### src/rtl/rx_fifo_engine.sv
// rx_fifo_engine: UART receive engine that queues each received byte and its error flags in a 2^AW-entry FIFO.
// Define RX_BREAK_DETECT_EN to compile in break detection (brk flag and the BRK_WAIT state).
module rx_fifo_engine #(
    parameter int AW          = 3,
    parameter int SYNC_STAGES = 2
) (
    input  logic        clk,
    input  logic        reset,
    input  logic        rx,
    input  logic        bit8,
    input  logic        pen,
    input  logic        ohel,
    input  logic [19:0] br,
    input  logic        read,
    output logic        rxrdy,
    output logic [7:0]  rx_out,
    output logic        perr,
    output logic        ferr,
    output logic        brk,
    output logic        ovf,
    output logic [AW:0] rx_level
);

    localparam int            DEPTH    = 1 << AW;
    localparam logic [AW-1:0] PTR_ONE  = 1;
    localparam logic [AW:0]   LVL_ONE  = 1;
    localparam logic [AW:0]   LVL_FULL = LVL_ONE << AW;

`ifdef RX_BREAK_DETECT_EN
    localparam int EW = 11;
    typedef enum logic [2:0] {S_IDLE, S_START, S_DATA, S_PARITY, S_STOP, S_BRK_WAIT} state_t;
`else
    localparam int EW = 10;
    typedef enum logic [2:0] {S_IDLE, S_START, S_DATA, S_PARITY, S_STOP} state_t;
`endif

    state_t                 state_q, state_d;
    logic [SYNC_STAGES-1:0] sync_q, sync_d;
    logic [SYNC_STAGES-1:0] fill_q, fill_d;
    logic                   rx_hi_q, rx_hi_d;
    logic [19:0]            cnt_q, cnt_d;
    logic [19:0]            br_q, br_d;
    logic                   bit8_q, bit8_d;
    logic                   pen_q, pen_d;
    logic                   ohel_q, ohel_d;
    logic [7:0]             data_q, data_d;
    logic [2:0]             bidx_q, bidx_d;
    logic                   par_q, par_d;
    logic                   pbit_q, pbit_d;
    logic [AW-1:0]          wr_ptr_q, wr_ptr_d;
    logic [AW-1:0]          rd_ptr_q, rd_ptr_d;
    logic [AW:0]            count_q, count_d;
    logic                   ovf_q, ovf_d;
    logic [EW-1:0]          mem_q [DEPTH];

    logic                   rx_s;
    logic                   line_vld;
    logic                   sample;
    logic                   push;
    logic                   pop;
    logic                   full;
    logic                   push_ok;
    logic                   frame_perr;
    logic [19:0]            br_eff;
    logic [EW-1:0]          entry;
    logic [EW-1:0]          head;

    assign rx_s       = sync_q[SYNC_STAGES-1];
    // The synchroniser resets to 1, so its output is not trusted until the pin has propagated through every stage.
    assign line_vld   = fill_q[SYNC_STAGES-1];
    assign sample     = (cnt_q == '0);
    assign br_eff     = (br < 20'd4) ? 20'd4 : br;
    assign frame_perr = pen_q & (pbit_q ^ par_q ^ ohel_q);

`ifdef RX_BREAK_DETECT_EN
    logic brk_frame;
    assign brk_frame = (data_q == 8'h00) && !(pen_q && pbit_q) && !rx_s;
    assign entry     = {brk_frame, ~rx_s, frame_perr, data_q};
`else
    assign entry     = {~rx_s, frame_perr, data_q};
`endif

    always_comb begin
        // NOTE: every _d defaults to its _q before the case, so no path leaves a variable unassigned and no latch is inferred.
        state_d = state_q;
        sync_d  = {sync_q[SYNC_STAGES-2:0], rx};
        fill_d  = {fill_q[SYNC_STAGES-2:0], 1'b1};
        rx_hi_d = line_vld & rx_s;
        cnt_d   = cnt_q;
        br_d    = br_q;
        bit8_d  = bit8_q;
        pen_d   = pen_q;
        ohel_d  = ohel_q;
        data_d  = data_q;
        bidx_d  = bidx_q;
        par_d   = par_q;
        pbit_d  = pbit_q;
        push    = 1'b0;

        if (state_q != S_IDLE && !sample) begin
            cnt_d = cnt_q - 20'd1;
        end

        case (state_q)
            S_IDLE: begin
                if (rx_hi_q && !rx_s) begin
                    br_d    = br_eff;
                    bit8_d  = bit8;
                    pen_d   = pen;
                    ohel_d  = ohel;
                    cnt_d   = {1'b0, br_eff[19:1]} - 20'd1;
                    data_d  = 8'h00;
                    bidx_d  = 3'd0;
                    par_d   = 1'b0;
                    pbit_d  = 1'b0;
                    state_d = S_START;
                end
            end
            S_START: begin
                if (sample) begin
                    cnt_d   = br_q - 20'd1;
                    state_d = rx_s ? S_IDLE : S_DATA;
                end
            end
            S_DATA: begin
                if (sample) begin
                    data_d[bidx_q] = rx_s;
                    par_d          = par_q ^ rx_s;
                    cnt_d          = br_q - 20'd1;
                    if (bidx_q == (bit8_q ? 3'd7 : 3'd6)) begin
                        state_d = pen_q ? S_PARITY : S_STOP;
                    end else begin
                        bidx_d = bidx_q + 3'd1;
                    end
                end
            end
            S_PARITY: begin
                if (sample) begin
                    pbit_d  = rx_s;
                    cnt_d   = br_q - 20'd1;
                    state_d = S_STOP;
                end
            end
            S_STOP: begin
                if (sample) begin
                    push    = 1'b1;
                    // Re-arm as if the line had been high, so a low line right after the stop sample starts a new frame.
                    rx_hi_d = 1'b1;
                    state_d = S_IDLE;
`ifdef RX_BREAK_DETECT_EN
                    if (brk_frame) begin
                        state_d = S_BRK_WAIT;
                    end
`endif
                end
            end
`ifdef RX_BREAK_DETECT_EN
            S_BRK_WAIT: begin
                if (rx_s) begin
                    state_d = S_IDLE;
                end
            end
`endif
            default: state_d = S_IDLE;
        endcase
    end

    always_comb begin
        pop      = read && (count_q != '0);
        full     = (count_q == LVL_FULL);
        push_ok  = push && (!full || pop);
        wr_ptr_d = push_ok ? wr_ptr_q + PTR_ONE : wr_ptr_q;
        rd_ptr_d = pop ? rd_ptr_q + PTR_ONE : rd_ptr_q;
        count_d  = count_q;
        if (push_ok && !pop) begin
            count_d = count_q + LVL_ONE;
        end else if (!push_ok && pop) begin
            count_d = count_q - LVL_ONE;
        end
        ovf_d = ovf_q;
        if (pop) begin
            ovf_d = 1'b0;
        end
        if (push && !push_ok) begin
            ovf_d = 1'b1;
        end
    end

    always_ff @(posedge clk or posedge reset) begin
        // NOTE: state uses non-blocking assignments so every flop samples pre-edge values whatever the evaluation order.
        if (reset) begin
            state_q  <= S_IDLE;
            sync_q   <= '1;
            fill_q   <= '0;
            rx_hi_q  <= 1'b0;
            cnt_q    <= '0;
            br_q     <= '0;
            bit8_q   <= 1'b0;
            pen_q    <= 1'b0;
            ohel_q   <= 1'b0;
            data_q   <= '0;
            bidx_q   <= '0;
            par_q    <= 1'b0;
            pbit_q   <= 1'b0;
            wr_ptr_q <= '0;
            rd_ptr_q <= '0;
            count_q  <= '0;
            ovf_q    <= 1'b0;
        end else begin
            state_q  <= state_d;
            sync_q   <= sync_d;
            fill_q   <= fill_d;
            rx_hi_q  <= rx_hi_d;
            cnt_q    <= cnt_d;
            br_q     <= br_d;
            bit8_q   <= bit8_d;
            pen_q    <= pen_d;
            ohel_q   <= ohel_d;
            data_q   <= data_d;
            bidx_q   <= bidx_d;
            par_q    <= par_d;
            pbit_q   <= pbit_d;
            wr_ptr_q <= wr_ptr_d;
            rd_ptr_q <= rd_ptr_d;
            count_q  <= count_d;
            ovf_q    <= ovf_d;
        end
    end

    // NOTE: the storage array is deliberately not reset; an entry is only observable after it has been written.
    always_ff @(posedge clk) begin
        if (push_ok) begin
            mem_q[wr_ptr_q] <= entry;
        end
    end

    assign head     = (count_q != '0) ? mem_q[rd_ptr_q] : '0;
    assign rxrdy    = (count_q != '0);
    assign rx_out   = head[7:0];
    assign perr     = head[8];
    assign ferr     = head[9];
    assign ovf      = ovf_q;
    assign rx_level = count_q;
`ifdef RX_BREAK_DETECT_EN
    assign brk      = head[10];
`else
    assign brk      = 1'b0;
`endif

endmodule

### config.mk
export PLATFORM = sky130hd
export DESIGN_NAME = rx_fifo_engine
export DESIGN_NICKNAME = d
export VERILOG_FILES = /design/src/rtl/rx_fifo_engine.sv
export SDC_FILE = /design/constraint.sdc
export NUM_CORES = 1
export LEC_CHECK = 0
export ABC_AREA = 1
export BUFFER_PORTS_ARGS = -buffer_cell sky130_fd_sc_hd__buf_2
export CAP_MARGIN = 40
export CORE_UTILIZATION = 62
export CTS_CLUSTER_DIAMETER = 40
export DETAILED_ROUTE_END_ITERATION = 8
export PLACE_DENSITY = 0.81
export SETUP_SLACK_MARGIN = 0.2
export SYNTH_ARGS = -nofsm -noshare
export SYNTH_HDL_FRONTEND = slang
export SYNTH_SLANG_ARGS = --single-unit
### constraint.sdc
create_clock -name clk -period 4.3 [get_ports clk]
set_clock_uncertainty 0.2 [all_clocks]
set_input_delay 0.43 -clock clk [delete_from_list [all_inputs] [get_ports clk]]
set_output_delay 0.43 -clock clk [all_outputs]
set_load 0.02 [all_outputs]
# [After elaboration in Yosys (flattened, before gate mapping)]
# Memories as Yosys holds them, arrays and structs flattened.
# Index checks and enable logic that the tools add are counted.
[totals] output_inout_bits=17 regBits=75 ram_bits=80 n_memories=1
[mem_list] memory="mem_q" words=8 word_bits=10 read_ports=1 rd_ports_with_merged_regs=0 wr=1 line="54" source="logic [EW-1:0] mem_q [DEPTH];"
[op_classes] bitwise_logic=6 reduce_logical=28 eq_ne=13 mux=41 order_cmp=3 n_addsub=8
[ops] cell="$mux W20" count=4
[ops] cell="$pmux W20 S2" count=1
[ops] cell="$sub A20 B1 Y20 const B" count=2
[ops] cell="$mux W3" count=10
[ops] cell="$logic_not A20 Y1" count=1
[ops] cell="$lt A20 B3 Y1 const B" count=1
[ops] cell="$sub A19 B1 Y20 const B" count=1
[ops] cell="$mux W8" count=2
[ops] cell="$pmux W8 S2" count=1
[ops] cell="$pmux W3 S5" count=1
[ops] cell="$ne A2 B2 Y1 const B" count=7
[ops] cell="$mux W1" count=13
[ops] cell="$mux W10" count=1
[ops] cell="$add A3 B1 Y3 const B" count=3
[ops] cell="$bwmux W8" count=1
[ops] cell="$logic_and A1 B1 Y1" count=8
[ops] cell="$mux W4" count=2
[ops] cell="$reduce_bool A2 Y1" count=4
[ops] cell="$eq A3 B2 Y1 const B" count=2
[ops] cell="$pmux W3 S2" count=1
[ops] cell="$reduce_and A3 Y1" count=2
[ops] cell="$reduce_and A6 Y1" count=1
[ops] cell="$logic_not A1 Y1" count=5
[ops] cell="$add A4 B1 Y4 const B" count=1
[ops] cell="other kinds (20)" count=24

# [Logic depth before layout (Yosys ltp)]
# Gate-level depths: netlist (run 1).
[depth] depth_word=8 ltp_mapped=17 ltp_nobuf=17

# [Least setup slack after synthesis (run 1)]
# Ideal clock, no wire load.
[synth_timing] kind="register -> register" startpoint="register cnt_q[0]" endpoint="memory mem_q[0][0], enable pin" slack_ns=1.281 n_path_buf=0 period_less_slack_ns=3.019 arrival_time_ns=2.430 t_required_ns=3.710 stages_incl_launch_ff=12 cell_sequence="dfrtp_1 -> inv_1 -> ha_1 -> nand2_1 -> nor2_2 -> nand2_2 -> nor2_4 -> nand2_2 -> nor2_2 -> inv_2 -> or2_4 -> nor3_1"
[synth_via] elab_chain_cells=6
[synth_lines] element="start, declared" line="41" source="logic [19:0] cnt_q, cnt_d;"
[synth_lines] element="start signal, assigned" line="214" source="cnt_q <= cnt_d;"
[synth_lines] element="$logic_not A20 Y1" line="71" source="assign sample = (cnt_q == '0);"
[synth_lines] element="$mux W1" line="145" source="if (sample) begin"
[synth_lines] element="$mux W1" line="104" source="case (state_q)"
[synth_lines] element="$logic_and A1 B1 Y1" line="171" source="push_ok = push && (!full || pop);"
[synth_lines] element="named net push_ok" line="62" source="logic push_ok;"
[synth_lines] element="$mux W1" line="232" source="if (push_ok) begin"
[synth_lines] element="$mux W1 (not written as such)" line="233" source="mem_q[wr_ptr_q] <= entry;"
[synth_lines] element="end, declared" line="54"
# The timed path passes the listed nets, and every way through them passes these cells.

# [Worst setup path in the final report (run 1)]
[layout_timing] startpoint="register cnt_q[0]" endpoint="register count_q[3], in the netlist rx_level[3]"
[layout_via] elab_chain_cells=7 elab_cells_between_ends=9 cone_classes="3 x mux; 6 x reduce/logical"
[layout_lines] element="$logic_not A20 Y1 (*)" line="71"
[layout_lines] element="$mux W1 (*)" line="145"
[layout_lines] element="$mux W1 (*)" line="104"
[layout_lines] element="$logic_and A1 B1 Y1 (*)" line="171"
[layout_lines] element="named net push_ok" line="62"
[layout_lines] element="$logic_not A1 Y1" line="177" source="end else if (!push_ok && pop) begin"
[layout_lines] element="$logic_and A1 B1 Y1" line="177"
[layout_lines] element="$reduce_bool A2 Y1 (no source line)"
[layout_lines] element="end signal, assigned" line="225" source="count_q <= count_d;"
[layout_lines] element="end, declared" line="52" source="logic [AW:0] count_q, count_d;"
# Mark *: on every way through the listed nets, which the timed path passes. The rest lies on a longest branch.
# A chain may end at the register's enable or synchronous reset.

==> results_dict.tcl, run 1 <==
set metrics [dict create \
    ys_warn_count 0 \
    fin_crit_ns 3.403 \
    timing.fmax_ghz 0.2938 \
    status "finished, final reports clean" \
    cts-root-buf "clkbuf_16" \
    synthTopCellsByArea "edfxtp_1 29%, dfrtp_1 22%, nand2_1 9.4%" \
    critPathKind "register to register" \
    num_vias 7292 \
    p_sw_share_pct 44.46 \
    clk-insertion-delay-late_ns 0.43 \
    critPathLaunchType "register" \
    vdd_drop_max_mv 0.4408 \
    htreeDepth 4 \
    pwr-share-seq_pct 34.8 \
    io_pins 44 \
    clkPwrFrac_pct 23.6 \
    hold_viol 0 \
    async_flop_share_pct 48.39 \
    clock-sinks 155 \
    synth_compound_area_share_pct 12.12 \
    drtAntennaViolNets 0 \
    cts_buffer_depth 2 \
    grt_setup_unrepaired "false" \
    maxSlewViolCount 0 \
    fillers 953 \
    synth_edf_count 80 \
    place.gp.congestion 0.9547 \
    p_sw_w 0.002827 \
    first_pass_iters 7 \
    critPathCaptureType "register" \
    dieWidth_um 117.4 \
    slew-limit-headroom_pct 35.31 \
    internal_power_w 0.003531 \
    cap_violations 0 \
    io_buffers 42 \
    slowest_delay_ns 0.41 \
    dp_hpwl_mm 14.97 \
    cts_tree "yes" \
    cp_cell_sequence "inv_1 -> ha_1 -> nand2_1 -> nor2_2 -> nand2_2 -> nor2_4 -> nand2_2 -> nor2_2 -> ha_1 -> inv_1 -> ha_1 -> a21o_1 -> a21oi_1 -> nor2_1 -> nor2_1 -> xor2_1" \
    nets 1093 \
    final_util_pct 72.54 \
    rows 41 \
    fin_tns_setup_ns 0 \
    cp_max_fo 7 \
    initial_core_util_pct 64.38 \
    ys.flop_type "edfxtp_1" \
    p_leak_nw 4.077 \
    worstHoldPathType "input port to register" \
    synth_xor_area_share_pct 2.864 \
    area_delta_synth_final_pct 12.67 \
    synth_adder_area_share_pct 1.606 \
    dr.first_iter.drc_count 899 \
    worst_pin_slew_ns 0.9603 \
    combPwrFrac_pct 41.7 \
    powerDensity_nw_per_um2 683.5 \
    grt_pass1_vias 6873 \
    syn_nets 1044 \
    arrival_ns 3.56 \
    synth.cell_area_um2 8257 \
    cts_made_buffers 17 \
    synthMuxAreaShare_pct 0 \
    synth.top_cell.area_share_pct 29.10 \
    drt_wl_total_mm 21.84 \
    yosysTopAreaCell "edfxtp_1" \
    cpLargestDelayFamily "simple AND/OR/NAND/NOR gates" \
    synth_top_family_by_area "simple AND/OR/NAND/NOR gates" \
    setup_viol 0 \
    cp_num_buf_inv 2 \
    critPathRequiredTime_ns 4.46 \
    antennaDiodeCount 0 \
    synth_simple_gate_area_share_pct 24.82 \
    coreArea_um2 12820 \
    dieArea_um2 13780 \
    drc 0 \
    clkSlewWorstSetupHoldPaths_ns 0.07 \
    die_h_um 117.4 \
    viasPerCell 5.876 \
    antenna_found_initial 0 \
    ys_seq_area_share_pct 51.86 \
    layout-drive-gt1-share_pct 10.57 \
    ys_ff_latch 155 \
    crit_slowest_cell "dfrtp_1" \
    grt_overflow 0 \
    wire_per_inst_um 17.60 \
    gr-usage-all-layers_pct 33.09 \
    grt_max_degree 48 \
    cpMostUsedCell "ha_1" \
    synth_cell_type_count 40 \
    finalCritPeriodShare_pct 79.15 \
    syn-mean-instance-area_um2 8.199 \
    postSynthCellCount 1007 \
    grt_pass1_wl_mm 35.13 \
]
power by group through the flow:
stage                     clock network [W]  registers, W  logic (W)
after floorplan                           0       0.00213    0.00188
after global placement                    0       0.00221    0.00248
after detailed placement                  0       0.00222    0.00254
after CTS                           0.00150       0.00219    0.00258
after global routing                0.00156       0.00225    0.00293
final                               0.00150       0.00221    0.00265
worst reg2reg max path, cell delays in order, from the launching register on:
cell and delay (ns):
dfrtp_1 0.41, inv_1 0.17, ha_1 0.31, nand2_1 0.10, nor2_2 0.14, nand2_2 0.09
nor2_4 0.22, nand2_2 0.09, nor2_2 0.25, ha_1 0.26, inv_1 0.10, ha_1 0.27
a21o_1 0.18, a21oi_1 0.19, nor2_1 0.06, nor2_1 0.15, xor2_1 0.15
routing by layer:
| metal | track usage (%) | share of wire, % |
|---|---|---|
| met5 | 0 | 0 |
| met4 | 11.36 | 2.0 |
| met3 | 8.998 | 11 |
| met2 | 48.15 | 44 |
| met1 | 47.83 | 43 |
cells in the mapped netlist, types with 4 or more instances:
| cell | instances |
|---|---|
| a21oi_1 | 21 |
| a22oi_1 | 4 |
| a31oi_1 | 12 |
| buf_2 | 6 |
| clkbuf_1 | 25 |
| dfrtp_1 | 73 |
| edfxtp_1 | 80 |
| ha_1 | 9 |
| inv_1 | 106 |
| nand2_1 | 207 |
| nand2_2 | 4 |
| nand3_1 | 68 |
| nand3b_1 | 4 |
| nand4_1 | 14 |
| nor2_1 | 150 |
| nor2_2 | 9 |
| nor3_1 | 24 |
| o211ai_1 | 7 |
| o21ai_0 | 115 |
| o21ai_1 | 7 |
| o22ai_1 | 11 |
| xnor2_1 | 8 |
| xor2_1 | 19 |
kinds of logic after synthesis:
family                     after synthesis
buffers and inverters                  143
DFF                                    155
and+or+nand+nor                        486
other                                    2
adders and majority gates               10
AOI/OAI and AO/OA                      184
xor gates and xnor gates                27
timing repair:
item / in CTS / in global routing
hold endpoints to repair: 30 / 0
resized for setup: 0 / 0
hold buffers: 4 / 0
buffers inserted: 0 / 0
final cells by class:
class / instances / area, µm² / area share [%]
Clock buffer: 19 / 432.9 / 4.654
Clock inverter: 13 / 146.4 / 1.574
Inverter: 108 / 406.6 / 4.371
Multi-Input combinational cell: 709 / 3427 / 36.84
Sequential cell: 155 / 4282 / 46.03
Tap cell: 172 / 215.2 / 2.313
Timing Repair Buffer: 65 / 392.9 / 4.223
cell usage in the layout (no fill, tap or decap), types with 2 or more instances in the layout:
cell type | netlist | final
o211ai_1 | 7 | 7
a21oi_1 | 21 | 21
clkbuf_1 | 25 | 2
xor2_1 | 19 | 19
o21ai_0 | 115 | 115
nor2_2 | 9 | 9
edfxtp_1 | 80 | 80
nand2_2 | 4 | 4
conb_1 | 2 | 2
xnor2_1 | 8 | 8
a31oi_1 | 12 | 12
buf_2 | 6 | 42
nand4_1 | 14 | 14
dlygate4sd3_1 | 0 | 4
nor3_1 | 24 | 24
o21a_1 | 2 | 2
nand3b_1 | 4 | 4
clkbuf_16 | 0 | 17
inv_8 | 0 | 5
nand2_1 | 207 | 207
buf_4 | 1 | 19
o221ai_1 | 2 | 2
inv_2 | 2 | 2
o22ai_1 | 11 | 11
inv_6 | 0 | 6
a22oi_1 | 4 | 4
dfstp_2 | 2 | 2
dfrtp_1 | 73 | 73
o21ai_1 | 7 | 7
nor2_1 | 150 | 150
ha_1 | 9 | 9
nand3_1 | 68 | 68
inv_1 | 106 | 105
state kept, by name, indices dropped and copies added (netlist names):
register	cells
br_q	20
pbit_q	1
pen_q	1
bit8_q	1
ovf	1
cnt_q	20
rd_ptr_q	3
state_q	3
data_q	8
par_q	1
mem_q	80
fill_q	2
rx_level	4
wr_ptr_q	3
bidx_q	3
rx_hi_q	1
sync_q	2
ohel_q	1
per-stage QoR:
stage | setup slack (ns) | total power (W) | hold WS (ns) | cells | cell area, µm²
6_report | 0.8967 | 0.006358 | 0.04130 | 1241 | 9303
3_3_place_gp | 1.121 | 0.004687 | 0.1366 | 1205 | 8683
2_1_floorplan | 1.281 | 0.004009 | 0.1312 | 1007 | 8257
3_5_place_dp | 0.9867 | 0.004752 | 0.1478 | 1205 | 8683
4_1_cts | 0.9666 | 0.006279 | 0.03434 | 1241 | 9303
5_1_grt | 0.6544 | 0.006735 | 0.06594 | 1241 | 9303
path summary, 6_finish.rpt:
path,startpoint,slack [ns],depth (start not counted),endpoint
max reg2reg,cnt_q[0]$_DFF_PP0_,0.90,16,rx_level[3]$_DFFE_PP0P_
min in group asynchronous,reset,0.36,3,data_q[7]$_DFFE_PP0P_
max,cnt_q[0]$_DFF_PP0_,0.90,16,rx_level[3]$_DFFE_PP0P_
max in group asynchronous,reset,2.52,4,cnt_q[18]$_DFF_PP0_
min reg2reg,sync_q[0]$_DFF_PP1_,0.16,0,sync_q[1]$_DFF_PP1_
min,br[0],0.04,3,br_q[0]$_DFFE_PP0P_
Note: power is estimated with default switching activity, not from simulation.
==> run 2, diff against run 1 <==
CORE_UTILIZATION = 56   (was 62)
PLACE_DENSITY = 0.77   (was 0.81)
clock period = 2.8 ns   (was 4.3 ns; I/O delays follow)
==> run 2 against run 1 <==
  * First-iteration DRC count is 8.2% lower
  * Count of clock-buffer cells in the layout is 1 lower
  * Combinational power up 69%
  * Sequential power increased by 49%
  * Final cell count grew 5.2%
  * Power increased by 60%
  * Clock power increased by 61%
  * The run now ends with design-rule violations left
  * Register-to-register slack worse by 0.67 ns
  * Worst setup slack worse by 0.67 ns
  * Largest power group unchanged
  * Critical path type unchanged
  * Utilization fell by 3.7 points
==> results_dict.tcl, run 2 (same netlist as run 1, synthesis figures left out) <==
set metrics [dict create \
    status "finished with violations" \
    violations "design-rule violations" \
    whs_ns 0.02431 \
    first_pass_iters 7 \
    grt_max_degree 61 \
    cts_made_buffers 17 \
    timing.fmax_ghz 0.3883 \
    p_sw_share_pct 42.84 \
    p_total_w 0.01019 \
    cap_violations 0 \
    initial_core_util_pct 57.03 \
    coreArea_um2 14480 \
    multi_input_area_um2 3551 \
    worstHoldPathType "input port to register" \
    nets 1145 \
    rows 44 \
    pwr-share-seq_pct 32.4 \
    drt_wl_total_mm 21.51 \
    slew-limit-headroom_pct 46.28 \
    arrival_ns 2.69 \
    final_common_cell "nand2_1" \
    slowest_delay_ns 0.40 \
    grt_pass1_wl_mm 33.63 \
    area_delta_synth_final_pct 20.76 \
    die_h_um 123.4 \
    fin_cells 1305 \
    io_buffers 42 \
    grt_use_met1_pct 42.93 \
    grt_pass1_vias 6684 \
    largest_reg_flops 80 \
    largest-register "mem_q" \
    worst_pin_slew_ns 0.7974 \
    gr-usage-all-layers_pct 29.50 \
    grt_setup_unrepaired "true" \
    htreeDepth 4 \
    cts_buffer_depth 2 \
    wire_per_inst_um 16.48 \
    vdd_drop_max_mv 0.7064 \
    p_leak_nw 4.358 \
    antennaDiodeCount 0 \
    p_sw_w 0.004366 \
    viasPerCell 5.700 \
    place_inst 1230 \
    internal_power_w 0.005825 \
    crit_slowest_cell "dfrtp_1" \
    cp_num_buf_inv 1 \
    dieArea_um2 15230 \
    hold_viol 0 \
    critPathLaunchType "register" \
    num_vias 7438 \
    combPwrFrac_pct 43.9 \
    clk-insertion-delay-late_ns 0.43 \
    powerDensity_nw_per_um2 1022 \
    use_met3_pct 5.351 \
    cp_max_fo 3 \
    finalCritPeriodShare_pct 91.97 \
    busiest_layer "met2" \
    critPathCaptureType "register" \
    antenna_found_initial 0 \
    cts-root-buf "clkbuf_16" \
    drc 1 \
    layout-drive-gt1-share_pct 15.17 \
    fin_crit_ns 2.575 \
    place.gp.congestion 0.8988 \
    setup_viol 0 \
    critPathKind "register to register" \
    grt_overflow 0 \
    clock-sinks 155 \
    layout_common_cells "205 x nand2_1, 145 x nor2_1, 115 x o21ai_0, 100 x inv_1, 80 x edfxtp_1" \
    cp_cell_sequence "nor2_2 -> nand2_1 -> nor2_4 -> nand2_2 -> nor2_4 -> nand2_2 -> nor2_4 -> ha_4 -> inv_2 -> ha_4 -> a21o_1 -> a21oi_2 -> nand2_1 -> nand2_1 -> nor2_1 -> xor2_1" \
    cts_tree "yes" \
    dp_hpwl_mm 14.72 \
    maxSlewViolCount 0 \
    io_pins 44 \
    cpLargestDelayFamily "simple AND/OR/NAND/NOR gates" \
    dieWidth_um 123.4 \
    reg.largest.list "mem_q x80, br_q x20, cnt_q x20" \
    fin_tns_setup_ns 0 \
    final_area_um2 9971 \
    seq_area_um2 4282 \
    fillers 1107 \
    dr.first_iter.drc_count 825 \
    clkPwrFrac_pct 23.7 \
    drtAntennaViolNets 0 \
    grt.met2_usage_pct 45.32 \
    clkSlewWorstSetupHoldPaths_ns 0.07 \
    critPathRequiredTime_ns 2.91 \
    place_area_um2 8940 \
]
-- run 2: cell count changes in the layout (fill, tap and decap cells not counted), moves of 4 or more --
cell	previous run	this run
buf_12	0	4
nor3_1	24	19
nor3_4	0	4
dlygate4sd3_1	4	22
inv_2	2	6
buf_4	19	46
inv_1	105	100
nor2_1	150	145
-- run 2: repair_timing --
| item | CTS | global route |
|---|---|---|
| endpoints found under the setup margin | 21 | 56 |
| pin swaps | 9 | 8 |
| gates resized for setup | 7 | 7 |
| cloned | 0 | 1 |
| hold buffers | 22 | 0 |
| setup buffers | 15 | 5 |
| endpoints found under the hold margin | 97 | 0 |
-- run 2: cell type report --
cell class                 count  share of cell area [%]
clock buffer                  18                   4.405
clock inverter                14                   1.757
inverter                     108                   4.116
multi-input combinational    709                   35.61
sequential                   155                   42.94
tap                          184                   2.309
timing repair buffer         116                   8.809
timing repair inverter         1                 0.05019
-- run 2: worst paths after layout --
check	start	end	slack [ns]	cells past startpoint
max	cnt_q[14]$_DFF_PP0_	rx_level[3]$_DFFE_PP0P_	0.22	16
min	br[13]	cnt_q[12]$_DFF_PP0_	0.02	3
max reg2reg	cnt_q[14]$_DFF_PP0_	rx_level[3]$_DFFE_PP0P_	0.22	16
min reg2reg	fill_q[0]$_DFF_PP0_	fill_q[1]$_DFF_PP0_	0.15	0
max in group asynchronous	reset	sync_q[1]$_DFF_PP1_	1.62	4
min in group asynchronous	reset	rx_level[2]$_DFFE_PP0P_	0.14	3
-- run 2: per-stage QoR --
stage                     setup WS, ns  util, %
final                           0.2248    68.86
after global routing           0.05106    68.86
after CTS                       0.2010    68.42
after detailed placement        0.1377    61.74
after global placement          0.1938    61.74
after floorplan                0.08475        -
-- run 2: metal layers --
metal / vias up / share of wire, %
met2: 371 / 46
met3: 25 / 8.4
met4: 0 / 1.3
met5: - / 0
li1: 3571 / -
met1: 3471 / 44
-- run 2: power groups by stage --
stage	logic, W	clock network (W)	registers [W]
finish	0.00448	0.00241	0.00330
global route	0.00496	0.00252	0.00335
CTS	0.00435	0.00242	0.00328
detailed placement	0.00408	0	0.00335
global placement	0.00397	0	0.00333
floorplan	0.00293	0	0.00328
-- run 2: worst reg2reg max path, delay by kind of cell (launching register included) --
family          cells  cell delay [ns]
simple gates       10             0.98
flops               1             0.40
fa+ha+maj           2             0.35
compound gates      2             0.30
xor+xnor            1             0.16
buf+inv             1             0.06
==> run 3, diff against run 2 <==
--- a/config.mk
+++ b/config.mk
@@ -17,2 +17,3 @@
 export SYNTH_HDL_FRONTEND = slang
 export SYNTH_SLANG_ARGS = --single-unit
+export TNS_END_PERCENT = 30
==> constraint.sdc (replaced) <==
create_clock -name clk -period 2.8 [get_ports clk]
set_clock_uncertainty 0.2 [all_clocks]
set_input_delay 0.56 -clock clk [delete_from_list [all_inputs] [get_ports clk]]
set_output_delay 0.56 -clock clk [all_outputs]
set_load 0.02 [all_outputs]
==> run 3 against run 2 <==
  * Power up 0.49%
  * Critical path type is now register to primary output
  * The flow now finishes without violations
  * Routed wire length shrank 1.4%
  * Hold slack barely moved
  * Utilization shrank 0.16 points
  * Maximum frequency down 1.6%
  * Critical endpoint is now ferr
  * Global-route usage grew 0.088 points
  * Die area did not move
  * Critical path depth is 9 lower
  * Sequential share of layout area grew 0.18 points
  * Highest routed layer unchanged
  * Count of clock-buffer cells in the layout stayed put
  * Largest power group unchanged
  * Worst setup slack got worse by 0.043 ns
  * Non-clock buffer count is 11 lower
==> results_dict.tcl, run 3 (same netlist as run 1, synthesis figures left out) <==
set metrics [dict create \
    fin_crit_ns 2.618 \
    critPathKind "register to primary output" \
    use_met3_pct 7.057 \
    wire_per_inst_um 16.38 \
    final_common_cell "nand2_1" \
    drc 0 \
    io_pins 44 \
    whs_ns 0.02437 \
    grt_overflow 0 \
    drt_wl_total_mm 21.20 \
    final_area_um2 9947 \
    dieWidth_um 123.4 \
    p_total_w 0.01024 \
    grt.met2_usage_pct 46.37 \
    reg.largest.list "mem_q x80, br_q x20, cnt_q x20" \
    die_h_um 123.4 \
    status "finished, final reports clean" \
    finalWorstSetupSlack_ns 0.1820 \
    initial_core_util_pct 57.03 \
    finalCritPeriodShare_pct 93.50 \
    cts_made_buffers 17 \
    setup_viol 0 \
    worstHoldPathType "input port to register" \
    nets 1134 \
    critPathCaptureType "primary output" \
    powerDensity_nw_per_um2 1030 \
    grt_max_degree 37 \
    critPathLaunchType "register" \
    antenna_found_initial 0 \
    place.gp.congestion 0.9017 \
    p_leak_nw 4.342 \
    worst_pin_slew_ns 0.9053 \
    gr-usage-all-layers_pct 29.58 \
    first_pass_iters 5 \
    grt_pass1_wl_mm 33.67 \
    htreeDepth 4 \
    viasPerCell 5.670 \
    busiest_layer "met2" \
    critPathRequiredTime_ns 2.04 \
    place_area_um2 9042 \
    arrival_ns 1.86 \
    layout-drive-gt1-share_pct 17.48 \
    io_buffers 42 \
    place_ws_ns -0.06395 \
    hold_viol 0 \
    largest_reg_flops 80 \
    cts_buffer_depth 2 \
    largest-register "mem_q" \
    vdd_drop_max_mv 0.5635 \
    cap_violations 0 \
    grt_pass1_vias 6740 \
    clkSlewWorstSetupHoldPaths_ns 0.07 \
    cts_tree "yes" \
    cp_max_fo 5 \
    dieArea_um2 15230 \
    clock-sinks 155 \
    maxSlewViolCount 0 \
    dp_hpwl_mm 14.73 \
    area_delta_synth_final_pct 20.47 \
    slew-limit-headroom_pct 39.01 \
    clk-insertion-delay-late_ns 0.43 \
    grt_setup_unrepaired "true" \
    timing.fmax_ghz 0.3820 \
    drtAntennaViolNets 0 \
    grt_use_met1_pct 40.48 \
    antennaDiodeCount 0 \
    coreArea_um2 14480 \
    num_vias 7337 \
    cts-root-buf "clkbuf_16" \
    rows 44 \
    layout_common_cells "206 x nand2_1, 140 x nor2_1, 98 x inv_1, 93 x o21ai_0, 80 x edfxtp_1" \
    dr.first_iter.drc_count 923 \
]
-- run 3: metrics by stage --
stage          cells  utilization (%)  setup TNS (ns)
3_3_place_gp    1242            62.45               0
2_1_floorplan   1007                -               0
3_5_place_dp    1242            62.45         -0.1341
4_1_cts         1288            67.71               0
6_report        1294            68.70               0
5_1_grt         1294            68.70               0
-- run 3: worst max-delay path: stages, from the launching register on --
cell and delay, ns:
dfrtp_2 0.45, buf_6 0.14, clkinvlp_4 0.15, o21ai_1 0.09, o22ai_1 0.19, o21ai_1 0.09, a31oi_1 0.16, buf_4 0.16
-- run 3: timing repair --
| action | CTS | global route |
|---|---|---|
| gates resized for setup | 26 | 53 |
| hold endpoints to repair | 21 | 0 |
| endpoints found under the setup margin | 51 | 60 |
| pin swaps | 2 | 26 |
| buffers inserted | 11 | 6 |
| hold buffers | 1 | 0 |
| cloned | 2 | 0 |
-- run 3: final timing paths --
kind                                    startpoint                      end  cells after the start  slack (ns)
min                                             rx      sync_q[0]$_DFF_PP1_                      1        0.02
max                        rd_ptr_q[1]$_DFFE_PP0P_                     ferr                      7        0.18
max in group asynchronous                    reset  rd_ptr_q[1]$_DFFE_PP0P_                      4        1.23
min reg2reg                    fill_q[0]$_DFF_PP0_      fill_q[1]$_DFF_PP0_                      0        0.15
max reg2reg                     cnt_q[3]$_DFF_PP0_  rx_level[3]$_DFFE_PP0P_                     16        0.19
min in group asynchronous                    reset      br_q[3]$_DFFE_PP0P_                      3        0.49
-- run 3: final cells by class --
cell class	count	area [µm²]
Clock buffer	18	429.2
Clock inverter	14	127.6
Fill cell	1132	4532
Inverter	108	419.2
Multi-Input combinational cell	709	3590
Sequential cell	155	4289
Tap cell	184	230.2
Timing Repair Buffer	105	854.6
Timing Repair inverter	1	7.507
-- run 3: report_power, final --
part	internal [W]	switching, W
logic	0.00182	0.00287
clock network	0.00117	0.00102
registers	0.00287	0.000494
total	0.00586	0.00438
-- run 3: metal layers --
metal  up-vias  routed length, µm  part of all wire (%)
met5         -                  0                     0
met4         0                461                   2.2
met3        43               1719                   8.1
met2       325              10080                    48
met1      3423               8940                    42
li1       3546                  -                     -
